<file path="config.mk">
export PLATFORM = sky130hd
export DESIGN_NAME = hex_scroller
export DESIGN_NICKNAME = d
export VERILOG_FILES = /design/src/rtl/hex_scroller.sv
export SDC_FILE = /design/constraint.sdc
export NUM_CORES = 1
export LEC_CHECK = 0
export CAP_MARGIN = 20
export CORE_MARGIN = 4
export CORE_UTILIZATION = 51
export CTS_BUF_LIST = sky130_fd_sc_hd__clkbuf_16
export DETAILED_ROUTE_END_ITERATION = 6
export PLACE_DENSITY = 0.75
export SKIP_CTS_REPAIR_TIMING = 1
export SLEW_MARGIN = 40
export SYNTH_ARGS = -nofsm -noshare
export SYNTH_HDL_FRONTEND = slang
export SYNTH_SLANG_ARGS = --single-unit
</file>
<file path="constraint.sdc">
create_clock -name clk -period 9.2 [get_ports clk]
set_clock_uncertainty 0.15 [all_clocks]
set_input_delay 1.84 -clock clk [delete_from_list [all_inputs] [get_ports clk]]
set_output_delay 1.84 -clock clk [all_outputs]
set_load 0.03 [all_outputs]
</file>
<file path="src/rtl/hex_scroller.sv">
// Scrolls a 64-bit value, one nibble per step, across a NUM_DIGITS-wide hex display window.
// Window digits past nibble 15 are blanked rather than wrapped.
module hex_scroller #(
   parameter int NUM_DIGITS = 6,
   parameter int TICK_DIV   = 25000000
) (
   input  logic                    clk,
   input  logic                    rst,
   input  logic [63:0]             data_in,
   input  logic                    load,
   input  logic                    loop,
   input  logic                    hold,
   output logic [4*NUM_DIGITS-1:0] digits,
   output logic [NUM_DIGITS-1:0]   blank,
   output logic [3:0]              pos,
   output logic                    busy,
   output logic                    done
);

   localparam int TW = (TICK_DIV > 2) ? $clog2(TICK_DIV) : 1;
   localparam logic [TW-1:0] TICK_LAST = TW'(TICK_DIV - 1);

   typedef enum logic {IDLE, SCROLL} state_t;

   state_t                  state, state_n;
   logic [63:0]             cap, cap_n;
   logic [TW-1:0]           tick, tick_n;
   logic [3:0]              pos_n;
   logic                    loop_flag, loop_n;
   logic                    done_n;
   logic [4*NUM_DIGITS-1:0] digits_n;
   logic [NUM_DIGITS-1:0]   blank_n;
   logic [4:0]              idx;
   logic [3:0]              nib;

   always_ff @(posedge clk or posedge rst) begin
      if (rst) begin
         state     <= IDLE;
         cap       <= '0;
         tick      <= '0;
         pos       <= '0;
         loop_flag <= 1'b0;
         digits    <= '0;
         blank     <= '1;
         busy      <= 1'b0;
         done      <= 1'b0;
      end else begin
         state     <= state_n;
         cap       <= cap_n;
         tick      <= tick_n;
         pos       <= pos_n;
         loop_flag <= loop_n;
         digits    <= digits_n;
         blank     <= blank_n;
         busy      <= (state_n == SCROLL);
         done      <= done_n;
      end
   end

   // Display outputs are built from next-state values so they line up with pos and busy.
   always_comb begin
      state_n  = state;
      cap_n    = cap;
      tick_n   = tick;
      pos_n    = pos;
      loop_n   = loop_flag;
      done_n   = 1'b0;
      digits_n = '0;
      blank_n  = '1;
      idx      = '0;
      nib      = '0;

      if (load) begin
         state_n = SCROLL;
         cap_n   = data_in;
         loop_n  = loop;
         pos_n   = '0;
         tick_n  = '0;
      end else if (state == SCROLL && !hold) begin
         if (tick == TICK_LAST) begin
            tick_n = '0;
            if (pos == 4'd15) begin
               pos_n = '0;
               if (!loop_flag) begin
                  state_n = IDLE;
                  done_n  = 1'b1;
               end
            end else begin
               pos_n = pos + 4'd1;
            end
         end else begin
            tick_n = tick + TW'(1);
         end
      end

      if (state_n == SCROLL) begin
         for (int k = 0; k < NUM_DIGITS; k++) begin
            idx = {1'b0, pos_n} + 5'(k);
            nib = 4'(cap_n >> {(4'd15 - idx[3:0]), 2'b00});
            if (idx <= 5'd15) begin
               digits_n[4*(NUM_DIGITS-1-k) +: 4] = nib;
               blank_n[NUM_DIGITS-1-k]           = 1'b0;
            end
         end
      end
   end

endmodule

</file>
; ---- After elaboration in Yosys (flattened, before gate mapping)
; Index checks and enable logic that the tools add are counted.
[op_classes]
order_cmp = 6
n_addsub = 13
muxes = 32
n_shift = 6
n_eq_ne = 2
n_reduce_logical = 3
[ops]
columns = operator, n
row1 = 64-bit by 6-bit right shift with 4-bit output, 6
row2 = 25-bit 2-to-1 mux, 3
row3 = 64-bit 2-to-1 mux, 1
row4 = 4-bit 2-to-1 mux, 10
row5 = "25-bit by 1-bit adder with 25-bit output, second input constant", 1
row6 = "25-bit equality test, second input constant", 1
row7 = "5-bit by 4-bit <= comparator with 1-bit output, second input constant", 5
row8 = 24-bit 2-to-1 mux, 1
row9 = "4-bit subtractor, first input constant", 6
row10 = 1-bit 2-to-1 mux, 16
row11 = "4-bit by 2-bit adder with 5-bit output, second input constant", 2
row12 = "4-bit by 3-bit adder with 5-bit output, second input constant", 2
row13 = 6-bit 2-to-1 mux, 1
row14 = "4-bit by 1-bit adder with 5-bit output, second input constant", 1
row15 = "4-bit by 1-bit adder with 4-bit output, second input constant", 1
row16 = "4-bit equality test, second input constant", 1
row17 = "4-bit <= comparator, second input constant", 1
row18 = 2-bit nonzero test, 1
row19 = 1-bit logical AND, 1
row20 = 1-bit logical NOT, 1
[word_totals]
out_inout_bits = 36
input_bits = 69
register_bits = 126

; ---- Logic depth before layout (Yosys ltp)
[logic_depth]
depth_word = 10
ltp_mapped = 16

; ---- Worst setup path before layout
; Ideal clock, no wire load.
[synth_path]
path_type = input to register
start = input hold
end = register digits[11]
setup_time_ns = 0.134
path_slack_ns = 3.388
path_buffers = 3
t_arrival_ns = 5.529
cell_stages = 11
t_required_ns = 8.916
path_cell_list = nand2b_1 > nor4_4 > nand2_1 > mux2i_2 > clkbuf_1 > ha_1 > buf_1 > clkbuf_1 > mux4_2 > mux4_2 > nor2b_1
[synth_between]
elab_chain_cells = 9
[synth_lines]
columns = element, line_no
row1 = from (decl), 12  ; input logic hold,
row2 = 1-bit logical NOT (*), 79  ; end else if (state == SCROLL && !hold) begin
row3 = 1-bit logical AND (*), 79
row4 = 4-bit 2-to-1 mux, 79
row5 = 4-bit 2-to-1 mux, 73  ; if (load) begin
row6 = 4-bit by 2-bit adder with 5-bit output, 98  ; idx = {1'b0, pos_n} + 5'(k);
row7 = 4-bit subtractor, 99  ; nib = 4'(cap_n >> {(4'd15 - idx[3:0]), 2'b00});
row8 = 64-bit by 6-bit right shift with 4-bit output, 99
row9 = 4-bit 2-to-1 mux, 100  ; if (idx <= 5'd15) begin
row10 = 24-bit 2-to-1 mux (*), 96  ; if (state_n == SCROLL) begin
row11 = net digits_n[11], 31  ; logic [4*NUM_DIGITS-1:0] digits_n;
row12 = to (signal assigned), 53  ; digits <= digits_n;
row13 = to (decl), 13  ; output logic [4*NUM_DIGITS-1:0] digits,
; Mark *: on every way through the listed nets, which the timed path passes. The rest lies on a longest branch.
; A chain may end at the register's enable or synchronous reset.

; ---- Final worst setup path
[layout_path]
start = input hold
end = register digits[1]
[layout_between]
elab_chain_cells = 9
[layout_lines]
columns = element, line_no
row1 = 1-bit logical NOT (*), 79
row2 = 1-bit logical AND (*), 79
row3 = 4-bit 2-to-1 mux, 79
row4 = 4-bit 2-to-1 mux, 73
row5 = 4-bit by 3-bit adder with 5-bit output, 98
row6 = 4-bit subtractor, 99
row7 = 64-bit by 6-bit right shift with 4-bit output, 99
row8 = 4-bit 2-to-1 mux, 100
row9 = 24-bit 2-to-1 mux (*), 96
row10 = net digits_n[1], 31
; Marks and branches as above.

==> impl_results.html <==
<table>
<tr><th>Metric</th><th>Value</th></tr>
<tr><th colspan="2">Drt</th></tr>
<tr><td>Antenna-violating nets left</td><td>0</td></tr>
<tr><td>Total routed wirelength</td><td>22300 µm</td></tr>
<tr><td>First-pass DRT Iterations</td><td>7</td></tr>
<tr><td>DRC marker count from the first detailed-route iteration</td><td>584</td></tr>
<tr><td>Number of design rule violations left after detail routing</td><td>0</td></tr>
<tr><td>Wirelength per Cell</td><td>23.4 µm</td></tr>
<tr><td>Vias after detailed routing</td><td>6114</td></tr>
<tr><td>Vias per cell</td><td>6.41</td></tr>
<tr><th colspan="2">Floorplanning</th></tr>
<tr><td>Die Outline Area</td><td>16900 µm²</td></tr>
<tr><td>I/O pins</td><td>105</td></tr>
<tr><td>Placement Rows</td><td>44</td></tr>
<tr><td>Initial cell density of the core</td><td>52.3%</td></tr>
<tr><td>Std-Cell Core Area</td><td>14500 µm²</td></tr>
<tr><td>Die span in y</td><td>130 µm</td></tr>
<tr><td>Die Wd</td><td>130 µm</td></tr>
<tr><th colspan="2">Clocking</th></tr>
<tr><td>Clock latency reported for the late side of the worst-skew pair</td><td>0.43 ns</td></tr>
<tr><td>TritonCTS sink count</td><td>126</td></tr>
<tr><td>TritonCTS clock tree</td><td>done</td></tr>
<tr><td>Deepest clock path buffer count</td><td>2</td></tr>
<tr><td>TritonCTS buffer count</td><td>17</td></tr>
<tr><td>Number of levels in the clock H-tree</td><td>4</td></tr>
<tr><td>Buffer type at the clock tree root</td><td>clkbuf_16</td></tr>
<tr><td>CTS clk-pin slew, worst paths</td><td>0.06 ns</td></tr>
<tr><th colspan="2">Placement</th></tr>
<tr><td>Post-place instance area</td><td>8770 µm²</td></tr>
<tr><td>Post-DP HPWL</td><td>16200 µm</td></tr>
<tr><td>Total of buffers placed on input and output ports</td><td>104</td></tr>
<tr><td>Final estimated routing congestion in global placement</td><td>0.994</td></tr>
<tr><td>Setup slack at placement</td><td>2.77 ns</td></tr>
<tr><th colspan="2">Synthesis</th></tr>
<tr><td>Post-Syn Area per Cell</td><td>11.5 µm²</td></tr>
<tr><td>Mapped Nets</td><td>743</td></tr>
<tr><td>Yosys synthesis warning count</td><td>0</td></tr>
<tr><td>Proportion of register bits with asynchronous set or reset after synthesis</td><td>100%</td></tr>
<tr><td>Number of instances in the synthesized netlist</td><td>662</td></tr>
<tr><td>#FFs+latches synth</td><td>126</td></tr>
<tr><td>Seq/Total Area, Yosys</td><td>41.6%</td></tr>
<tr><td>Count of cell types in the netlist</td><td>70</td></tr>
<tr><td>Netlist Area Pre-Place</td><td>7590 µm²</td></tr>
<tr><td>Top flip-flop cell by instance count after synthesis</td><td>dfrtp_1</td></tr>
<tr><td>Count of flip-flops with a built-in enable after synthesis</td><td>0</td></tr>
<tr><th colspan="2">Flow run</th></tr>
<tr><td># Max-Cap Violations</td><td>0</td></tr>
<tr><th colspan="2">Timing</th></tr>
<tr><td>Final critical-path required period</td><td>6.11 ns</td></tr>
<tr><td>Number of endpoints with negative hold slack in the final report</td><td>0</td></tr>
<tr><td>Max Freq</td><td>164 MHz</td></tr>
<tr><td>Final worst slack</td><td>3.09 ns</td></tr>
<tr><td>Setup repair after global routing missed its margin</td><td>no</td></tr>
<tr><td>Tcrit/Tclk final</td><td>66.4%</td></tr>
<tr><td>Slew at the pin closest to its max-slew limit</td><td>0.746 ns</td></tr>
<tr><td># setup viols final</td><td>0</td></tr>
<tr><td>Relative slew slack</td><td>49.6%</td></tr>
<tr><td>Max-slew violation count</td><td>0</td></tr>
<tr><td>Post-route setup TNS</td><td>0 ns</td></tr>
<tr><th colspan="2">Final layout</th></tr>
<tr><td>Total area of multi-input combinational cells</td><td>4240 µm²</td></tr>
<tr><td>Filler instances</td><td>1137</td></tr>
<tr><td>Synthesis-to-layout area growth</td><td>24.0%</td></tr>
<tr><td>Commonest cells after routing, fill and taps aside</td><td>dfrtp_1, clkdlybuf4s50_1, mux2i_1</td></tr>
<tr><td>Diodes inserted</td><td>0</td></tr>
<tr><td>Layout Nets</td><td>838</td></tr>
<tr><td>Most common cell after layout, fill and taps aside</td><td>dfrtp_1</td></tr>
<tr><td>Area of all sequential standard cells</td><td>3160 µm²</td></tr>
<tr><td>Fin area</td><td>9410 µm²</td></tr>
<tr><td>Proportion of layout cells with a drive suffix above 1</td><td>20.1%</td></tr>
<tr><th colspan="2">Setup path</th></tr>
<tr><td>FF-to-FF path depth</td><td>10</td></tr>
<tr><td>Category of the most critical setup path</td><td>in -&gt; reg</td></tr>
<tr><td>CP Data Arrival Time</td><td>6.27 ns</td></tr>
<tr><td>Startpoint of the most critical setup path</td><td>hold</td></tr>
<tr><td>Worst-path fanout max</td><td>29</td></tr>
<tr><td>Category of the worst setup path capture point</td><td>flip-flop</td></tr>
<tr><td>End point of the critical path</td><td>digits[1]</td></tr>
<tr><td>Endpoint of the lowest-slack register-to-register path</td><td>digits[1]</td></tr>
<tr><td>Worst R2R Setup Slack</td><td>4.07 ns</td></tr>
<tr><td>Startpoint Class</td><td>input pin</td></tr>
<tr><td>Worst path required time</td><td>9.36 ns</td></tr>
<tr><td>Startpoint of the most critical register-to-register path</td><td>tick[6]</td></tr>
<tr><th colspan="2">Global route</th></tr>
<tr><td>First-pass GRT wire length</td><td>35100 µm</td></tr>
<tr><td>Combined global-route utilization of all metal layers</td><td>27.6%</td></tr>
<tr><td>Maximum number of pins on one net before global-route repair</td><td>79</td></tr>
<tr><td>Via count of the first global-routing pass</td><td>6290</td></tr>
<tr><td>Antenna violations before repair</td><td>0</td></tr>
<tr><td>Remaining global-route overflow</td><td>0</td></tr>
<tr><th colspan="2">Power and ir drop</th></tr>
<tr><td>P_int</td><td>1.17 mW</td></tr>
<tr><td>Worst ir drop on vdd</td><td>131 µV</td></tr>
<tr><td>Fraction of power spent switching nets</td><td>26.7%</td></tr>
<tr><td>Sequential power share</td><td>39.0%</td></tr>
<tr><td>Proportion of power drawn by combinational gates</td><td>15.0%</td></tr>
<tr><td>Leakage power figure</td><td>4.17 nW</td></tr>
<tr><td>Power density relative to cell area</td><td>169 nW/µm²</td></tr>
<tr><td>Portion of total power attributed to the clock network</td><td>46.0%</td></tr>
<tr><td>Net switching power figure</td><td>424 µW</td></tr>
<tr><th colspan="2">Min path</th></tr>
<tr><td>Class of the most critical hold timing path</td><td>reg -&gt; reg</td></tr>
<tr><td>HP Start</td><td>loop_flag</td></tr>
<tr><th colspan="2">Outcome</th></tr>
<tr><td>Result of the run</td><td>completed</td></tr>
</table>
final cells by class:
class                   instances  area share [%]
multi-input cells             486            45.0
clock inverters                15            2.21
flip-flops and latches        126            33.6
inverters                      17           0.731
clock buffers                  17            4.52
repair buffers                109            11.5
well taps                     184            2.45
registers in the layout (all words and copies together) (netlist names):
register	count
pos	4
cap	64
loop_flag	1
digits	24
blank	6
done	1
tick	25
state	1
cells by family (layout without fill, tap and decap cells):
group                    after synthesis  in the layout  share of synthesized area, %
multiplexers                         180            180                          29.4
AND/OR/NAND/NOR                      180            180                          12.6
flip-flops                           126            126                          41.6
AO/OA/AOI/OAI                         91             91                          8.86
buffers and inverters                 50            158                          2.88
XOR/XNOR                              23             23                          2.75
adder cells (fa/ha/maj)               12             12                          1.98
critical path, stage by stage:
cell and delay [ns]:
clkdlybuf4s50_1 0.44, nand2b_1 0.24, nor4_4 0.34, nand2_1 0.23
mux2i_4 0.19, buf_4 0.39, inv_1 0.13, ha_1 0.70
inv_1 0.45, o311ai_0 0.78, mux2_2 0.29, a22oi_1 0.06
and3_1 0.17
metrics by stage:
stage / hold slack [ns] / power [mW] / utilization (%) / cells
final: 0.322 / 1.59 / 64.8 / 954
after global routing: 0.364 / 1.64 / 64.8 / 954
after CTS: 0.331 / 1.59 / 64.7 / 954
after detailed placement: 0.324 / 0.865 / 60.4 / 922
after global placement: 0.336 / 0.857 / 60.3 / 922
after floorplan: 0.281 / 0.760 / - / 662
cells in the mapped netlist (3+ instances only):
| master | n | area [µm²] |
|---|---|---|
| ha_1 | 12 | 150 |
| or3_1 | 7 | 43.8 |
| nand3_1 | 16 | 80.1 |
| clkbuf_1 | 20 | 75.1 |
| and4_1 | 5 | 43.8 |
| a31oi_1 | 4 | 25.0 |
| and2_1 | 6 | 37.5 |
| dfstp_2 | 6 | 158 |
| mux2_2 | 70 | 788 |
| dfrtp_1 | 120 | 3000 |
| o31ai_1 | 3 | 22.5 |
| xnor2_1 | 9 | 78.8 |
| o32ai_1 | 5 | 43.8 |
| a211oi_1 | 3 | 22.5 |
| buf_4 | 5 | 37.5 |
| o22a_1 | 4 | 35.0 |
| inv_1 | 15 | 56.3 |
| mux4_1 | 3 | 78.8 |
| nor4_1 | 4 | 25.0 |
| or4_1 | 4 | 30.0 |
| a22oi_1 | 5 | 37.5 |
| o22ai_1 | 12 | 75.1 |
| nor2b_1 | 10 | 62.6 |
| nand4_1 | 9 | 56.3 |
| o211ai_1 | 9 | 67.6 |
| buf_2 | 4 | 20.0 |
| mux4_2 | 23 | 518 |
| nand2_1 | 31 | 116 |
| buf_1 | 3 | 11.3 |
| mux2i_1 | 83 | 831 |
| and3_1 | 8 | 50.1 |
| nor3_1 | 15 | 75.1 |
| nor2_1 | 49 | 184 |
| a21oi_1 | 7 | 35.0 |
| xor2_1 | 13 | 114 |
| o21ai_0 | 15 | 75.1 |
power groups by stage:
stage          Combinational [mW]  Clock [mW]  Sequential, mW
4_1_cts                     0.236       0.737           0.621
3_5_place_dp                0.234           0           0.630
6_report                    0.238       0.731           0.621
5_1_grt                     0.254       0.761           0.625
3_3_place_gp                0.229           0           0.628
2_1_floorplan               0.118           0           0.642
layer usage:
metal	track usage [%]	vias to the layer above	wire length, µm
li1	-	2709	-
met1	35.7	3066	9160
met2	43.3	281	10700
met3	7.41	58	1570
met4	13.1	0	881
met5	0	-	0
worst min path at each step:
stage / endpoint / slack, ns / cells past startpoint
2_1_floorplan: done / 0.28 / 1
3_3_place_gp: done / 0.34 / 1
3_5_place_dp: done / 0.32 / 1
4_1_cts: done / 0.33 / 1
5_1_grt: done / 0.36 / 1
6_report: done / 0.32 / 1
Note: power is estimated with default switching activity, not from simulation.
